[src/rtl/adat_rx_adat_pkg.sv]
// ---------------------------------------------------------------------------
// adat_rx_adat_pkg
// Shared types and constants for the ADAT receiver output stage.
//   SmuxMode       : S/MUX mode reported to the user-facing interface
//   frame_t        : one complete frame of ADAT_CHANNELS 24-bit samples
//   smux_mode_from_user / channel_count : user-bit decode helpers
// ---------------------------------------------------------------------------
package adat_rx_adat_pkg;

  localparam int ADAT_CHANNELS = 8;
  localparam int SAMPLE_W      = 24;
  localparam int CH_IDX_W      = 3;
  localparam int FRAME_TIME_W  = 12;

  typedef enum logic [1:0] {
    SmuxMode_Standard = 2'd0,
    SmuxMode_Smux2    = 2'd1,
    SmuxMode_Smux4    = 2'd2
  } SmuxMode;

  typedef logic [ADAT_CHANNELS-1:0][SAMPLE_W-1:0] frame_t;

  // Only user bits 2 (S/MUX4) and 1 (S/MUX2) carry mode information;
  // S/MUX4 takes precedence when both are set.
  function automatic SmuxMode smux_mode_from_user(input logic [1:0] mode_bits);
    if (mode_bits[1]) begin
      return SmuxMode_Smux4;
    end else if (mode_bits[0]) begin
      return SmuxMode_Smux2;
    end
    return SmuxMode_Standard;
  endfunction

  // Distinct audio channels carried by the 8 ADAT slots in a given mode.
  function automatic logic [3:0] channel_count(input SmuxMode mode);
    case (mode)
      SmuxMode_Smux2: return 4'd4;
      SmuxMode_Smux4: return 4'd2;
      default:        return 4'd8;
    endcase
  endfunction

endpackage

[src/rtl/adat_rx_word_clk_gen.sv]
// ---------------------------------------------------------------------------
// adat_rx_word_clk_gen
// Recovers a 50 % duty word clock from the frame publications. A period
// counter restarts on every publication; the clock is high for the first
// half of the measured frame period and low afterwards. If publications
// stop, the counter saturates so the clock parks low.
// Ports:
//   i_clk, i_rst   : clock, asynchronous active-high reset
//   i_frame_time   : measured frame period in i_clk cycles
//   i_restart      : a frame is being published at this edge
//   i_enable       : lock state that will hold after this edge
//   o_word_clk     : registered word clock output
// ---------------------------------------------------------------------------
module adat_rx_word_clk_gen
  import adat_rx_adat_pkg::*;
(
  input  logic                    i_clk,
  input  logic                    i_rst,
  input  logic [FRAME_TIME_W-1:0] i_frame_time,
  input  logic                    i_restart,
  input  logic                    i_enable,
  output logic                    o_word_clk
);

  logic [FRAME_TIME_W-1:0] r_period_cnt;
  logic [FRAME_TIME_W-1:0] w_cnt_next;
  logic [FRAME_TIME_W-1:0] w_half;

  assign w_half = i_frame_time >> 1;

  // NOTE: every variable written in always_comb gets a default first, so no
  // path can leave it unassigned and infer a latch.
  always_comb begin
    w_cnt_next = r_period_cnt;
    if (i_restart) begin
      w_cnt_next = '0;
    end else if (r_period_cnt != '1) begin
      w_cnt_next = r_period_cnt + 1'b1;
    end
  end

  // The clock is derived from the next count so it goes high in the cycle
  // right after a publication, aligned with o_valid.
  // NOTE: sequential state uses non-blocking assignments only, so every
  // register samples pre-edge values regardless of block ordering.
  always_ff @(posedge i_clk or posedge i_rst) begin
    if (i_rst) begin
      r_period_cnt <= '0;
      o_word_clk   <= 1'b0;
    end else begin
      r_period_cnt <= w_cnt_next;
      o_word_clk   <= i_enable && (w_cnt_next < w_half);
    end
  end

endmodule

[src/rtl/adat_rx_output_if.sv]
// ---------------------------------------------------------------------------
// adat_rx_output_if
// Final stage of the ADAT receiver. Collects decoded samples into a shadow
// frame buffer, publishes the complete frame when channel 7 arrives, latches
// the S/MUX mode from the user bits, tracks stream lock with a frame-loss
// watchdog and drives a recovered word clock.
// Ports:
//   i_clk, i_rst       : clock, asynchronous active-high reset
//   i_frame_time       : measured frame period in i_clk cycles (0 = unknown)
//   i_data, i_channel  : decoded sample and its slot index, qualified by
//   i_data_valid
//   i_sync             : decoder frame-sync indication
//   i_user_bits        : ADAT user bits of the current frame
//   o_smux_mode        : S/MUX mode of the last published frame
//   o_word_clk         : recovered word clock
//   o_channels         : last complete frame, slot 0..7
//   o_valid            : one-cycle pulse after o_channels updates
//   o_locked           : stream locked
//   o_valid_channels   : distinct audio channels carried (8, 4 or 2)
// ---------------------------------------------------------------------------
module adat_rx_output_if
  import adat_rx_adat_pkg::*;
#(
  parameter int LOCK_FRAMES  = 2,
  parameter int TIMEOUT_MULT = 2
) (
  input  logic                    i_clk,
  input  logic                    i_rst,
  input  logic [FRAME_TIME_W-1:0] i_frame_time,
  input  logic [SAMPLE_W-1:0]     i_data,
  input  logic [CH_IDX_W-1:0]     i_channel,
  input  logic                    i_data_valid,
  input  logic                    i_sync,
  input  logic [3:0]              i_user_bits,
  output SmuxMode                 o_smux_mode,
  output logic                    o_word_clk,
  output frame_t                  o_channels,
  output logic                    o_valid,
  output logic                    o_locked,
  output logic [3:0]              o_valid_channels
);

  localparam int LOCK_W = $clog2(LOCK_FRAMES + 1);
  localparam int WD_W   = FRAME_TIME_W + $clog2(TIMEOUT_MULT + 1);

  frame_t            r_shadow;
  logic [LOCK_W-1:0] r_lock_cnt;
  logic [WD_W-1:0]   r_wd_cnt;

  frame_t            w_frame;
  logic              w_publish;
  SmuxMode           w_mode;
  logic [WD_W-1:0]   w_wd_limit;
  logic              w_wd_expire;
  logic [LOCK_W-1:0] w_lock_cnt_next;
  logic              w_locked_next;
  logic              w_unused_user_bits;

  // User bits 3 and 0 carry no mode information.
  assign w_unused_user_bits = i_user_bits[3] ^ i_user_bits[0];

  assign w_publish = i_data_valid && (i_channel == CH_IDX_W'(ADAT_CHANNELS - 1));
  assign w_mode    = smux_mode_from_user(i_user_bits[2:1]);

  // Slots 0..6 come from the shadow; slot 7 bypasses it so the frame is
  // published at the same edge that captures channel 7.
  always_comb begin
    w_frame                    = r_shadow;
    w_frame[ADAT_CHANNELS - 1] = i_data;
  end

  // Watchdog fires once TIMEOUT_MULT*i_frame_time cycles have elapsed
  // without a publication; a zero frame time disables it.
  assign w_wd_limit  = WD_W'(i_frame_time) * WD_W'(TIMEOUT_MULT);
  assign w_wd_expire = (i_frame_time != '0) && (r_wd_cnt >= w_wd_limit - WD_W'(1));

  // Loss of sync clears the lock even on a publication cycle; a publication
  // takes precedence over a coincident watchdog expiry.
  always_comb begin
    w_lock_cnt_next = r_lock_cnt;
    if (!i_sync) begin
      w_lock_cnt_next = '0;
    end else if (w_publish) begin
      if (r_lock_cnt != LOCK_W'(LOCK_FRAMES)) begin
        w_lock_cnt_next = r_lock_cnt + 1'b1;
      end
    end else if (w_wd_expire) begin
      w_lock_cnt_next = '0;
    end
  end

  assign w_locked_next = (w_lock_cnt_next == LOCK_W'(LOCK_FRAMES));

  // NOTE: the shadow frame buffer is reset along with the control state so a
  // reset mid-frame cannot leak stale samples into the next publication.
  always_ff @(posedge i_clk or posedge i_rst) begin
    if (i_rst) begin
      r_shadow         <= '0;
      r_lock_cnt       <= '0;
      r_wd_cnt         <= '0;
      o_channels       <= '0;
      o_valid          <= 1'b0;
      o_locked         <= 1'b0;
      o_smux_mode      <= SmuxMode_Standard;
      o_valid_channels <= 4'd8;
    end else begin
      o_valid    <= w_publish;
      r_lock_cnt <= w_lock_cnt_next;
      o_locked   <= w_locked_next;

      if (i_data_valid) begin
        r_shadow[i_channel] <= i_data;
      end

      if (w_publish) begin
        o_channels       <= w_frame;
        o_smux_mode      <= w_mode;
        o_valid_channels <= channel_count(w_mode);
        r_wd_cnt         <= '0;
      end else if (r_wd_cnt != '1) begin
        r_wd_cnt <= r_wd_cnt + 1'b1;
      end
    end
  end

  adat_rx_word_clk_gen u_word_clk_gen (
    .i_clk        (i_clk),
    .i_rst        (i_rst),
    .i_frame_time (i_frame_time),
    .i_restart    (w_publish),
    .i_enable     (w_locked_next),
    .o_word_clk   (o_word_clk)
  );

endmodule

[config.mk]
export PLATFORM = sky130hd
export DESIGN_NAME = adat_rx_output_if
export DESIGN_NICKNAME = d
export VERILOG_FILES = /design/src/rtl/adat_rx_adat_pkg.sv /design/src/rtl/adat_rx_word_clk_gen.sv /design/src/rtl/adat_rx_output_if.sv
export SDC_FILE = /design/constraint.sdc
export NUM_CORES = 1
export LEC_CHECK = 0
export CORE_MARGIN = 2
export CORE_UTILIZATION = 35
export CTS_CLUSTER_DIAMETER = 120
export DETAILED_ROUTE_END_ITERATION = 8
export GPL_ROUTABILITY_DRIVEN = 0
export PLACE_DENSITY = 0.6
export SYNTH_ARGS = -nofsm -noshare
export SYNTH_HDL_FRONTEND = slang
export SYNTH_HIERARCHICAL = 1
export SYNTH_SLANG_ARGS = --single-unit
export TNS_END_PERCENT = 1
[constraint.sdc]
create_clock -name i_clk -period 12.15 [get_ports i_clk]
set_input_delay 1.215 -clock i_clk [delete_from_list [all_inputs] [get_ports i_clk]]
set_output_delay 1.215 -clock i_clk [all_outputs]
set_load 0.005 [all_outputs]
* Yosys cells after proc, flatten, opt, wreduce, memory -nomap -nowiden *
Index checks and enable logic that the tools add are counted.

operators by class
  equality and inequality tests = 7
  add/subtract/negate cells = 4
  reductions and logical operators = 6
  mux-type cells = 17
  order comparisons = 4

operators with widths
  kind                   number
  $bwmux 192             1
  $demux 24 s3           1
  $mux 14                2
  $mux 12                2
  $mux 24                1
  $add 14x1->14 const B  1
  $ge 14x14->1           1
  $mux 2                 7
  $ne 14x14->1 const B   1
  $sub 13x1->14 const B  1
  $add 12x1->12 const B  1
  $lt 12x11->1           1
  $ne 12x12->1 const B   1
  $reduce_bool 12->1     1
  $pmux 4 s2             1
  $eq 2x2->1 const B     2
  $logic_and 1x1->1      4
  $lt 3x4->1 const B     1
  $eq 3x3->1 const B     1
  $ge 3x1->1 const B     1
  $add 2x1->2 const B    1
  $eq 2x1->1 const B     1
  $mux 1                 2
  $ne 2x2->1 const B     1
  $reduce_bool 2->1      1

storage, ports and cells
  bits of input ports = 47
  word-level logic and storage cells = 62
  register bits = 421
  output and inout bits = 201

* Logic depth before layout (Yosys ltp) *
  word-level depth = 8
  gate-level depth with buffers = 13
  depth with buffers taken out = 13

* Cells and area by module *
The synthesis kept the hierarchy.

by module, submodules not included
  module                sequential area each (sq um)  cells each  instances  area each (sq um)
  adat_rx_output_if     9535.4                        1344        1          14939.3
  adat_rx_word_clk_gen  325.3                         107         1          1014.7

* Least setup slack after synthesis *
Ideal clock, no wire load.

  path kind = input port to flip-flop
  from = in i_channel[2]
  to = reg u_word_clk_gen.o_word_clk
  library setup time = 0.155 ns
  cell stages on the path = 13
  arrival = 3.771 ns
  slack = 8.224 ns
  buffers on the path = 5
  required time = 11.995 ns
  path through = clkbuf_1 -> nand4_1 -> inv_2 -> buf_2 -> buf_2 -> buf_2 -> clkbuf_1 -> nor2_1 -> ha_1 -> o21a_1 -> nor2_1 -> a2111oi_0 -> a2111oi_2

on the way
  elaborated cells between the ends (all ways) = 8
  classes of those cells = order compare: 1; eq/ne: 2; mux: 3; reduce/logical: 2

RTL lines
  what                              RTL line                    text
  start, declared                   adat_rx_output_if.sv:31     input logic [CH_IDX_W-1:0] i_channel,
  $eq 3x3->1                        adat_rx_output_if.sv:62     assign w_publish = i_data_valid && (i_channel == CH_IDX_W'(ADAT_CHANNELS - 1));
  $logic_and 1x1->1                 adat_rx_output_if.sv:62
  net w_publish                     adat_rx_output_if.sv:51     logic w_publish;
  $mux 12                           adat_rx_word_clk_gen.sv:35  if (i_restart) begin
  net u_word_clk_gen.w_cnt_next[3]  adat_rx_word_clk_gen.sv:26  logic [FRAME_TIME_W-1:0] w_cnt_next;
  $lt 12x11->1                      adat_rx_word_clk_gen.sv:52  o_word_clk <= i_enable && (w_cnt_next < w_half);
  $logic_and 1x1->1                 adat_rx_word_clk_gen.sv:52
  end signal, assigned              adat_rx_word_clk_gen.sv:52
  end, declared                     adat_rx_word_clk_gen.sv:22  output logic o_word_clk

The timed path passes the listed nets, and every way through them passes these cells.
A chain may end at the register's enable or synchronous reset.

* Final worst setup path *
  from = in i_channel[2]
  to = reg u_word_clk_gen.o_word_clk

on the way
  elaborated cells between the ends (all ways) = 8
  classes of those cells = order compare: 1; eq/ne: 2; mux: 3; reduce/logical: 2

RTL lines
  what                              RTL line
  $eq 3x3->1                        adat_rx_output_if.sv:62
  $logic_and 1x1->1                 adat_rx_output_if.sv:62
  $mux 12                           adat_rx_word_clk_gen.sv:35
  net u_word_clk_gen.w_cnt_next[3]  adat_rx_word_clk_gen.sv:26
  $lt 12x11->1                      adat_rx_word_clk_gen.sv:52
  $logic_and 1x1->1                 adat_rx_word_clk_gen.sv:52

The timed path passes the listed nets, and every way through them passes these cells.

==> qor.csv <==
metric;value;unit
Post-synth ARST share;100.0;%
root buf cell;clkbuf_16;
RSZ-0062 raised after global routing;false;
Hold Crit Class;register to register;
Max Clock Freq;225.5;MHz
Post-Synthesis Cells;1451;
met1 WL;19.34;mm
core area;45190;sq um
Site Rows;78;
crit share post-route;36.51;%
gr usage total;18.27;%
drc violations;0;
Antenna Violating Nets Remaining;0;
Initial Util;35.31;%
die area;47310;sq um
Final Hold Fails;0;
Fillers;4173;
Sequential Area;9861;sq um
Final Cell Area;20480;sq um
Max-slew headroom;34.71;%
CP Class;primary input to register;
largest net degree at the start of global routing;106;
slowest CP cell;clkdlybuf4s50_1;
Slew Viols, Final;0;
flops & latches, synth;394;
status;finished clean;
Die X;217.5;microns
Final min period;4.435;ns
Num CTS Buffers;44;
Congestion Overflow GR;0;
Placed Area;19010;sq um
number of flops mapped to enable cells by yosys;0;
Via density;4.762;
Worst setup EP type;register;
crit-path cells;clkdlybuf4s50_1, nand4_1, buf_4, inv_6, nor2_1, ha_1, o21a_1, nor2_1, a2111oi_0, a2111oi_2;
worst clock skew;0.01632;ns
Routed Wire Length;42.44;mm
cell area after synthesis;15950;sq um
fin cells;2327;
synth unique cells;58;
DR top layer;met4;
vias in the first global route;11383;
Leak;9.683;nW
first-pass GRT wire length;66.48;mm
H-tree depth;2;
Synth-to-Final Area Change;28.35;%
Main synth FF type;dfrtp_1;
Nets;1764;
TNS Setup;0;ns
worst skew pair latency;0.57;ns
FF-to-FF setup slack;9.21;ns
clk sink count;394;
slowest stage delay, CP;0.75;ns
HPWL Detailed;27.09;mm
Worst setup SP type;primary input;
CTS Hold Bufs;0;
post-cts resize count;0;
Peak VDD IR;0.1124;mV
total power draw;3.974;mW
met3 WL;2.861;mm
clk slew on worst S/H paths;0.06;ns
Most common cell on crit path;nor2_1;
die height;217.5;microns
Hold WS;0.4509;ns
routed length on met2;19.24;mm
Final Setup Violations;0;
Post-Place Cells;2244;
share of the yosys chip area belonging to registers;61.81;%
drt wl/cell;18.24;microns
yosys warns;6;
1st-pass router iterations;5;
io pins;248;
CP Max Fanout;96;
IO Port Bufs;244;
Worst EP arrival;4.84;ns
Crit path required time;12.55;ns
Slew @ Worst Pin;0.9793;ns
Net Count, Synth;1525;
P per Cell Area;194.0;nW/um^2
share of layout cells above drive strength 1;6.029;%
Clock Path Buffers;3;
antenna violations before repair;7;
max cap viols;0;
CTS tree;yes;
via count;11082;
Initial DRC Count;705;
multi-input logic area;5736;sq um
postcts setup bufs;0;
synthesized area per cell;11.00;sq um
## placed cells by master, fill, tap and decap left out, types with 12 or more instances in the layout
master / instances
a21oi_1: 17
buf_4: 16
clkbuf_1: 15
clkbuf_16: 44
clkdlybuf4s50_1: 244
dfrtp_1: 393
ha_1: 27
inv_1: 21
mux2_1: 168
nand2_1: 598
nand3_1: 13
nor2_1: 25
xor2_1: 12
## worst paths after layout
| path | startpoint | endpoint | cells after the start |
|---|---|---|---|
| min in group asynchronous | i_rst | u_word_clk_gen/r_period_cnt[11] | 2 |
| max | i_channel[2] | u_word_clk_gen/o_word_clk | 10 |
| min | r_shadow[53] | o_channels[53] | 2 |
| max in group asynchronous | i_rst | o_channels[132] | 4 |
| min reg2reg | r_shadow[53] | o_channels[53] | 2 |
| max reg2reg | u_word_clk_gen/r_period_cnt[0] | u_word_clk_gen/o_word_clk | 10 |
## layer usage
layer	vias to the layer above	GRT usage (%)
li1	5215	-
met1	5543	25.21
met2	260	28.11
met3	64	5.230
met4	0	5.046
met5	-	0
## Yosys cell counts (all sizes together), types with 10 or more instances
cell    count  area, sq um
a21oi      17        85.08
buf        31        161.4
clkbuf     36        135.1
dfrtp     393         9834
ha         27        337.8
inv        23        86.33
mux2      169         1903
nand2     598         2245
nand3      14        75.07
nand4      11        98.84
nor2       25        93.84
nor3       14        85.08
o21ai      10        50.04
xnor2      11        96.34
xor2       12        105.1
## critical path: cells and delay by family
| kind | cells | cell delay [ns] |
|---|---|---|
| AO/OA/AOI/OAI | 3 | 0.90 |
| adder cells (fa/ha/maj) | 1 | 0.39 |
| buffers and inverters | 3 | 1.83 |
| AND/OR/NAND/NOR | 3 | 0.38 |
## state kept, by name (all words and copies together), names as in the netlist
name,count
o_channels,192
r_shadow,168
r_wd_cnt,14
u_word_clk_gen/r_period_cnt,12
o_valid_channels,2
r_lock_cnt,2
o_locked,1
o_smux_mode,1
o_valid,1
u_word_clk_gen/o_word_clk,1
## kinds of logic after synthesis
logic type / count (synthesis) / share of synthesized area (%)
compound gates: 53 / 2.439
fa+ha+maj: 27 / 2.117
xor+xnor: 23 / 1.263
buf+inv: 90 / 2.400
other cells: 1 / 0.02351
flops: 394 / 61.81
simple gates: 693 / 17.96
mux: 170 / 11.99
## report_power, final
| group | total (mW) | switching [mW] | internal, mW | leakage (nW) |
|---|---|---|---|---|
| Clock | 1.35 | 0.551 | 0.800 | 0.719 |
| Sequential | 1.81 | 0.190 | 1.62 | 4.91 |
| Combinational | 0.814 | 0.350 | 0.464 | 4.05 |
| Total | 3.97 | 1.09 | 2.88 | 9.68 |
## stage by stage
step / setup WS (ns) / util (%)
detailed placement: 7.094 / 42.07
floorplan: 0.3509 / -
CTS: 7.680 / 45.31
global placement: 7.182 / 42.07
global route: 7.350 / 45.31
finish: 7.715 / 45.32
## area by class of cell
type                       count  area share, %
clock inverter                12         0.8249
antenna                        2        0.02444
sequential                   394          48.15
inverter                      23         0.4827
multi-input combinational    967          28.01
clock buffer                  69          6.324
tap                          600          3.666
timing repair buffer         260          12.51
Power figures use the tool's default switching activity.
